## src/rtl/sreg_pkg.sv

```systemverilog
`default_nettype none
// ============================================================================
// Module      : sreg_pkg
// Description : Types and helpers shared by the multi-bit shift-register
//               family. It provides the PISO state enum and the word-counter
//               width helper.
// Revision    : 1.0 - initial release
// ============================================================================
package sreg_pkg;

    typedef enum logic {
        IDLE  = 1'b0,
        SHIFT = 1'b1
    } piso_state_e;

    // Width of a counter that indexes DEPTH words. A counter always has at
    // least one bit, so that the DEPTH<=2 cases are still legal vectors.
    function automatic int cnt_width(input int depth);
        return (depth <= 2) ? 1 : $clog2(depth);
    endfunction

endpackage : sreg_pkg
`default_nettype wire

```

## src/rtl/word_counter.sv

```systemverilog
`default_nettype none
// ============================================================================
// Module      : word_counter
// Description : Mod-DEPTH word counter. It is shared by the PISO shift
//               register and by other sequencers.
// Ports       : clk    - rising-edge clock
//               rst_n  - asynchronous active-low reset
//               clr    - synchronous clear to 0 (has priority over en)
//               en     - advance by one, wrapping to 0 after DEPTH-1
//               cnt    - current count
//               at_max - count equals DEPTH-1
// Revision    : 1.0 - initial release
// ============================================================================
module word_counter #(
    parameter int DEPTH = 4,
    parameter int CW    = 2
) (
    input  logic          clk,
    input  logic          rst_n,
    input  logic          clr,
    input  logic          en,
    output logic [CW-1:0] cnt,
    output logic          at_max
);

    localparam logic [CW-1:0] CNT_MAX = CW'(DEPTH - 1);

    logic [CW-1:0] cnt_q;
    logic [CW-1:0] cnt_d;

    always_comb begin
        cnt_d = cnt_q;
        if (clr) begin
            cnt_d = '0;
        end else if (en) begin
            cnt_d = (cnt_q == CNT_MAX) ? '0 : cnt_q + 1'b1;
        end
    end

    always_ff @(posedge clk or negedge rst_n) begin
        if (!rst_n) begin
            cnt_q <= '0;
        end else begin
            cnt_q <= cnt_d;
        end
    end

    assign cnt    = cnt_q;
    assign at_max = (cnt_q == CNT_MAX);

endmodule : word_counter
`default_nettype wire

```

## src/rtl/piso_multi_bit_sreg.sv

```systemverilog
`default_nettype none
// ============================================================================
// Module      : piso_multi_bit_sreg
// Description : Parallel-in, serial-out multi-bit shift register. It accepts
//               DEPTH words of WIDTH bits in one load and emits one word per
//               enabled clock. Word 0 is emitted first.
// Ports       : clk      - rising-edge clock
//               rst_n    - asynchronous active-low reset
//               ld_valid - parallel load request
//               ld_ready - a load can be accepted this cycle
//               pi       - parallel words, word i = pi[i*WIDTH +: WIDTH]
//               ce       - consumer takes the current so word on this edge
//               so       - current serial word
//               so_valid - so holds an unconsumed word
//               so_last  - so is the final word of the current load
// Revision    : 1.0 - initial release
// ============================================================================
module piso_multi_bit_sreg
    import sreg_pkg::*;
#(
    parameter int DEPTH = 4,
    parameter int WIDTH = 4
) (
    input  logic                   clk,
    input  logic                   rst_n,
    input  logic                   ld_valid,
    output logic                   ld_ready,
    input  logic [DEPTH*WIDTH-1:0] pi,
    input  logic                   ce,
    output logic [WIDTH-1:0]       so,
    output logic                   so_valid,
    output logic                   so_last
);

    localparam int            CW      = cnt_width(DEPTH);
    localparam logic [CW-1:0] CNT_MAX = CW'(DEPTH - 1);

    piso_state_e              state_q;
    piso_state_e              state_d;
    logic [DEPTH*WIDTH-1:0]   sreg_q;
    logic [DEPTH*WIDTH-1:0]   sreg_d;
    logic [CW-1:0]            cnt_q;
    logic                     cnt_at_max;
    logic                     load;
    logic                     shift;

    // ------------------------------------------------------------------
    // State and data registers
    // ------------------------------------------------------------------
    always_ff @(posedge clk or negedge rst_n) begin
        if (!rst_n) begin
            state_q <= IDLE;
            sreg_q  <= '0;
        end else begin
            state_q <= state_d;
            sreg_q  <= sreg_d;
        end
    end

    // A load clears the counter, so a load on the last word restarts at
    // word 0 instead of wrapping through the shift path.
    word_counter #(
        .DEPTH (DEPTH),
        .CW    (CW)
    ) u_word_counter (
        .clk    (clk),
        .rst_n  (rst_n),
        .clr    (load),
        .en     (shift),
        .cnt    (cnt_q),
        .at_max (cnt_at_max)
    );

    // ------------------------------------------------------------------
    // Next-state logic
    // ------------------------------------------------------------------
    always_comb begin
        load    = ld_valid && ld_ready;
        shift   = (state_q == SHIFT) && ce;
        state_d = state_q;
        sreg_d  = sreg_q;
        if (load) begin
            // A load wins over a shift on the same edge. The outgoing last
            // word still counts as consumed, because ld_ready required ce.
            state_d = SHIFT;
            sreg_d  = pi;
        end else if (shift) begin
            sreg_d = sreg_q >> WIDTH;
            if (cnt_at_max) begin
                state_d = IDLE;
            end
        end
    end

    // ------------------------------------------------------------------
    // Output logic
    // ------------------------------------------------------------------
    always_comb begin
        so       = sreg_q[WIDTH-1:0];
        so_valid = (state_q == SHIFT);
        so_last  = (state_q == SHIFT) && (cnt_q == CNT_MAX);
        // ld_ready is independent of ld_valid. This keeps the handshake free
        // of combinational loops with the requester.
        ld_ready = (state_q == IDLE) || (so_last && ce);
    end

endmodule : piso_multi_bit_sreg
`default_nettype wire

```

## config.mk

```make
export PLATFORM = sky130hd
export DESIGN_NAME = piso_multi_bit_sreg
export DESIGN_NICKNAME = d
export VERILOG_FILES = /design/src/rtl/sreg_pkg.sv /design/src/rtl/word_counter.sv /design/src/rtl/piso_multi_bit_sreg.sv
export SDC_FILE = /design/constraint.sdc
export NUM_CORES = 1
export LEC_CHECK = 0
export ABC_CLOCK_PERIOD_IN_PS = 1650
export CAP_MARGIN = 30
export CORE_UTILIZATION = 39
export DETAILED_ROUTE_END_ITERATION = 10
export MAX_ROUTING_LAYER = met4
export PLACE_DENSITY = 0.63
export SLEW_MARGIN = 15
export SYNTH_ARGS = -nofsm -noshare
export SYNTH_HDL_FRONTEND = slang
export SYNTH_HIERARCHICAL = 1
export SYNTH_SLANG_ARGS = --single-unit
```

## constraint.sdc

```tcl
create_clock -name clk -period 1.65 [get_ports clk]
set_clock_uncertainty 0.05 [all_clocks]
set_input_delay 0.33 -clock clk [delete_from_list [all_inputs] [get_ports clk]]
set_output_delay 0.33 -clock clk [all_outputs]
set_load 0.005 [all_outputs]
```

==> results.json, run 1 <==
{
  "violations": "design-rule violations",
  "hold_viol_final": 0,
  "status": "complete, but fails checks",
  "ys_top_cells_by_area": "dfrtp_1 40%, mux2i_1 14%, o221a_2 11%",
  "swShare_pct": 35.5,
  "dieArea_mm2": 0.00330,
  "grt_pass1_wl_mm": 4.18,
  "vdd.ir_drop.worst_mv": 0.721,
  "path_max_fanout": 6,
  "stdcell_area_mm2": 0.00152,
  "antenna_left": 0,
  "internal-power_uw": 1420,
  "routed_via_density": 5.79,
  "period_share_pct": 96.2,
  "min_path_type": "in2async",
  "cap_violations": 0,
  "drive_above_1_share_pct": 27.5,
  "grt_pass1_vias": 918,
  "avgSynthCellArea_um2": 10.9,
  "cellPowerDensity_mw_per_mm2": 1440,
  "vias": 1001,
  "wl_met1_mm": 1.16,
  "tightest_slew_ns": 0.320,
  "combPwrFrac_pct": 49.6,
  "required_ns": 1.27,
  "initial_core_util_pct": 42.3,
  "core_mm2": 0.00283,
  "num_antenna_cells": 0,
  "num_rows": 19,
  "first_pass_iters": 8,
  "rrSetupSlack_ns": 0.14,
  "critPathMaxStageDelay_ns": 0.47,
  "synth_nets": 131,
  "dpl_cell_area_mm2": 0.00146,
  "grt_antenna_before_repair": 0,
  "crit_arrival_ns": 1.21,
  "ys_seq_area_share_pct": 39.7,
  "setup_tns_ns": 0,
  "slew_headroom_pct": 78.4,
  "grt_max_degree": 20,
  "clock_sink_count": 19,
  "syn_inst": 110,
  "synth_top_cell_by_area": "dfrtp_1",
  "cp_slowest_cell": "dfrtp_2",
  "die_y_um": 57.4,
  "leakage_uw": 0.000666,
  "fmax_mhz": 630,
  "path_clk_slew_ns": 0.12,
  "syn2layout_area_growth_pct": 27.0,
  "final-setup-viol-count": 0,
  "place_congestion": 0.800,
  "cts_tree": "yes",
  "drc_errors": 3,
  "netlist.area_leader.share_pct": 39.7,
  "finalPower_uw": 2190,
  "route.met3.wl_um": 114,
  "first_iter_violations": 50,
  "dr.max_layer_used": "met4",
  "drt-total-wl_mm": 2.61,
  "seq_power_share_pct": 38.8,
  "root_buffer": "clkbuf_4",
  "overflow": 0,
  "rsz0062_at_grt": "no",
  "switching_power_uw": 778,
  "synth.ff_latch_count": 19,
  "r2r-start": "u_word_counter/cnt[0]$_DFFE_PN0P_",
  "cp_cell_sequence": "and3_1, dlygate4sd2_1",
  "finalCriticalPeriod_ns": 1.59,
  "finalMaxSlewViolations": 0,
  "setup.worst_path.start_class": "flop",
  "dp_hpwl_mm": 1.82,
  "wl_per_cell_um": 15.1,
  "reg2reg_depth": 5,
  "clockBufferDepth": 2,
  "clk-insertion-delay-late_ns": 0.31,
  "htreeDepth": 1,
  "dr_wl_met2_mm": 1.29,
  "nNetsFinal": 164,
  "path_class": "reg2out",
  "clkPwrFrac_pct": 11.6,
  "fillers": 269,
  "yosys_warnings": 6,
  "portBuffers": 26,
  "die_w_um": 57.4,
  "io_pins": 27,
  "cts-buffers-inserted": 3,
  "grt_use_total_pct": 17.3,
  "critPathCaptureType": "output port",
  "ys_types": 27,
  "syn-cell-area_mm2": 0.00120,
  "r2r_end": "u_word_counter/cnt[0]$_DFFE_PN0P_"
}
[power groups by stage]
stage / combinational, µW / sequential [µW] / clock (µW)
after floorplan: 785 / 831 / 0
after global placement: 998 / 854 / 0
after detailed placement: 1030 / 873 / 0
after CTS: 1110 / 838 / 259
after global routing: 1200 / 882 / 287
final: 1090 / 852 / 253
[sequential cells by signal (all words and copies together), names as in the netlist]
register            flops
so_valid                1
u_word_counter/cnt      2
sreg_q                 16
[timing repair]
item | CTS | global route
hold buffers | 0 | 0
endpoints found under the setup margin | 3 | 2
gates resized for setup | 5 | 1
gates cloned | 0 | 0
setup buffers | 3 | 1
[critical path: cells and delay by family, from the launching register on]
kind	cells	cell delay (ns)
buffers and inverters	1	0.25
DFF	1	0.47
and+or+nand+nor	1	0.18
[kinds of logic after synthesis]
kind of cell / after synthesis / share of synthesized area (%)
AOI/OAI and AO/OA: 43 / 27.2
DFF: 19 / 39.7
muxes: 17 / 14.2
and+or+nand+nor: 17 / 7.94
buffers and inverters: 13 / 9.93
adders and majority gates: 1 / 1.04
[per-stage QoR]
| step | utilization (%) | cells | hold WS (ns) | setup slack [ns] |
|---|---|---|---|---|
| final | 53.7 | 173 | 0.287 | 0.0623 |
| after global routing | 53.7 | 173 | 0.290 | 0.00355 |
| after CTS | 53.7 | 173 | 0.294 | 0.00407 |
| after detailed placement | 51.7 | 166 | 0.479 | -0.205 |
| after global placement | 51.7 | 166 | 0.474 | -0.188 |
| after floorplan | - | 110 | -0.0156 | 0.411 |
[metal layers]
metal  up-vias  global-route usage [%]
met5         -                       -
met4         0                    7.32
met3         5                    2.72
met2        25                    28.9
met1       487                    20.5
li1        484                       -
[cells in the final DEF (no fill, tap or decap), types with 2 or more instances in the layout]
cell type,netlist,routed
o221a_2,12,12
dfrtp_2,0,2
o21ai_1,7,7
nor2_1,6,6
dfrtp_1,19,17
mux2i_1,17,17
o21ai_0,16,16
clkbuf_4,0,3
o21ai_2,2,2
clkdlybuf4s50_1,0,24
buf_4,4,14
nand2_1,2,2
a221o_1,4,4
[cell usage after synthesis]
| cell type | n |
|---|---|
| buf_2 | 1 |
| or3b_1 | 1 |
| nor2_1 | 6 |
| and2_4 | 1 |
| buf_4 | 4 |
| a221o_1 | 4 |
| o2bb2ai_1 | 1 |
| ha_1 | 1 |
| nand4_2 | 1 |
| mux2i_1 | 17 |
| nand3_1 | 2 |
| inv_1 | 1 |
| o21ai_1 | 7 |
| o21ai_0 | 16 |
| dfrtp_1 | 19 |
| bufbuf_8 | 1 |
| nand2_2 | 1 |
| buf_12 | 1 |
| o221a_2 | 12 |
| o21ai_2 | 2 |
| and3_1 | 1 |
| nand2b_1 | 1 |
| clkbuf_1 | 2 |
| a21oi_2 | 1 |
| nand2_1 | 2 |
| nor2b_1 | 1 |
| buf_6 | 3 |
[layout make-up]
cell class	instances	area (µm²)	share of cell area, %
tap	31	38.8	2.55
clock buffer	3	22.5	1.48
sequential	19	478	31.4
multi-input combinational	78	608	40.0
inverter	1	3.75	0.247
clock inverter	1	5.00	0.329
timing repair buffer	40	364	24.0
[worst max path at each step]
stage | from | end | slack (ns)
3_5_place_dp | ce | sreg_q[5]$_DFFE_PN0P_ | -0.20
5_1_grt | sreg_q[0]$_DFFE_PN0P_ | so[0] | 0.004
4_1_cts | u_word_counter/cnt[1]$_DFFE_PN0P_ | ld_ready | 0.004
6_report | u_word_counter/cnt[1]$_DFFE_PN0P_ | so_last | 0.06
2_1_floorplan | so_valid$_DFFE_PN0P_ | so_last | 0.41
3_3_place_gp | ce | ld_ready | -0.19
Power figures use the tool's default switching activity.
==> run 2: changes to the inputs <==
--- a/config.mk
+++ b/config.mk
@@ -6,7 +6,7 @@
 export NUM_CORES = 1
 export LEC_CHECK = 0
 export ABC_CLOCK_PERIOD_IN_PS = 1650
-export CAP_MARGIN = 30
+export CORE_ASPECT_RATIO = 2
 export CORE_UTILIZATION = 39
 export DETAILED_ROUTE_END_ITERATION = 10
 export MAX_ROUTING_LAYER = met4
==> results.json, run 2 (synthesis gave the netlist of run 1 again) <==
{
  "vias": 1017,
  "status": "complete, no violations",
  "core_mm2": 0.00294,
  "hold_buffers": 0,
  "fmax_mhz": 625,
  "grt_max_degree": 32,
  "path_clk_slew_ns": 0.07,
  "critPathCaptureType": "flop",
  "num_antenna_cells": 0,
  "path_max_fanout": 15,
  "leakage_uw": 0.000678,
  "first_pass_iters": 4,
  "final-setup-viol-count": 0,
  "wl_per_cell_um": 16.2,
  "initial_core_util_pct": 40.7,
  "nNetsFinal": 162,
  "io_pins": 27,
  "multiInputGateArea_um2": 603,
  "finalMaxSlewViolations": 0,
  "place_congestion": 0.668,
  "overflow": 0,
  "min_path_type": "in2async",
  "clock_sink_count": 19,
  "clkPwrFrac_pct": 14.5,
  "die_y_um": 80.4,
  "cap_violations": 0,
  "vdd.ir_drop.worst_mv": 0.775,
  "root_buffer": "clkbuf_8",
  "rsz0062_at_grt": "yes",
  "cts-buffers-inserted": 3,
  "switching_power_uw": 778,
  "grt_use_total_pct": 19.5,
  "final_cell_count_no_fill": 170,
  "required_ns": 1.78,
  "grt_pass1_vias": 959,
  "fillers": 283,
  "mostFrequentLayoutCells": "23 x clkdlybuf4s50_1, 18 x dfrtp_1, 17 x mux2i_1, 16 x o21ai_0, 12 x o221a_2",
  "cts_tree": "yes",
  "syn2layout_area_growth_pct": 28.7,
  "path_class": "in2reg",
  "period_share_pct": 97.0,
  "cellPowerDensity_mw_per_mm2": 1470,
  "hold_viol_final": 0,
  "die_w_um": 41.2,
  "crit_arrival_ns": 1.73,
  "finalCriticalPeriod_ns": 1.60,
  "portBuffers": 26,
  "slew_headroom_pct": 75.7,
  "antenna_left": 0,
  "clockBufferDepth": 2,
  "drive_above_1_share_pct": 24.3,
  "swShare_pct": 34.4,
  "htreeDepth": 1,
  "routed_via_density": 5.98,
  "final.setup.worst_slack_ns": 0.0491,
  "grt_antenna_before_repair": 0,
  "drc_errors": 0,
  "combPwrFrac_pct": 48.2,
  "regArea_um2": 477,
  "final_common_cell": "clkdlybuf4s50_1",
  "dp_hpwl_mm": 1.85,
  "num_rows": 28,
  "dieArea_mm2": 0.00331,
  "drt-total-wl_mm": 2.76,
  "first_iter_violations": 29,
  "seq_power_share_pct": 37.3,
  "largest_register_ffs": 16,
  "grt_pass1_wl_mm": 4.42,
  "clk-insertion-delay-late_ns": 0.25,
  "placedCellCount": 163,
  "largest-register": "sreg_q",
  "internal-power_uw": 1490,
  "dp_slack_ns": -0.203,
  "tightest_slew_ns": 0.361,
  "setup.worst_path.start_class": "primary input"
}
## run 2: power by group through the flow
stage / clock [µW] / combinational, µW / sequential [µW]
after floorplan: 0 / 785 / 831
after global placement: 0 / 1000 / 846
after detailed placement: 0 / 1040 / 865
after CTS: 341 / 1090 / 841
after global routing: 355 / 1220 / 868
final: 328 / 1090 / 845
## run 2: routing by layer
metal | global-route usage, % | routed length, µm | share of wire [%]
met4 | 9.03 | 25 | 0.91
met3 | 1.93 | 77 | 2.8
met1 | 24.2 | 1160 | 42
met5 | - | 0 | 0
met2 | 30.3 | 1500 | 54
## run 2: repair_timing
action / in CTS / in global routing
setup endpoints to repair: 2 / 2
gates resized for setup: 3 / 1
setup buffers: 3 / 0
pin swaps: 1 / 0
## run 2: critical path, stage by stage
cell             delay, ns
clkdlybuf4s50_1       0.48
buf_4                 0.21
and2_4                0.18
or3b_1                0.37
a21oi_2               0.15
## run 2: worst paths after layout
| path | from | endpoint | slack (ns) | cells after the start |
|---|---|---|---|---|
| setup / recovery | ce | u_word_counter/cnt[0]$_DFFE_PN0P_ | 0.05 | 5 |
| hold / removal | rst_n | sreg_q[0]$_DFFE_PN0P_ | 0.36 | 2 |
| setup reg to reg | so_valid$_DFFE_PN0P_ | sreg_q[15]$_DFFE_PN0P_ | 0.18 | 4 |
| hold reg to reg | sreg_q[12]$_DFFE_PN0P_ | sreg_q[12]$_DFFE_PN0P_ | 0.49 | 1 |
| max in group asynchronous | rst_n | u_word_counter/cnt[1]$_DFFE_PN0P_ | 0.97 | 2 |
| min in group clk | sreg_q[12]$_DFFE_PN0P_ | sreg_q[12]$_DFFE_PN0P_ | 0.49 | 1 |
## run 2: cell type report
type / count / area share (%)
multi-input combinational: 78 / 39.1
tap: 30 / 2.44
clock buffer: 4 / 2.92
timing repair buffer: 38 / 24.4
inverter: 1 / 0.244
sequential: 19 / 30.9
## run 2: per-stage QoR
| step | total power, µW | instance area (µm²) | TNS, ns | util (%) | hold WS [ns] |
|---|---|---|---|---|---|
| after global routing | 2440 | 1540 | -0.0136 | 52.4 | 0.404 |
| after floorplan | 1620 | 1200 | 0 | - | -0.0156 |
| final | 2260 | 1540 | 0 | 52.4 | 0.360 |
| after CTS | 2280 | 1540 | 0 | 52.3 | 0.367 |
| after global placement | 1850 | 1470 | -2.66 | 50.0 | 0.468 |
| after detailed placement | 1910 | 1470 | -2.99 | 50.0 | 0.476 |
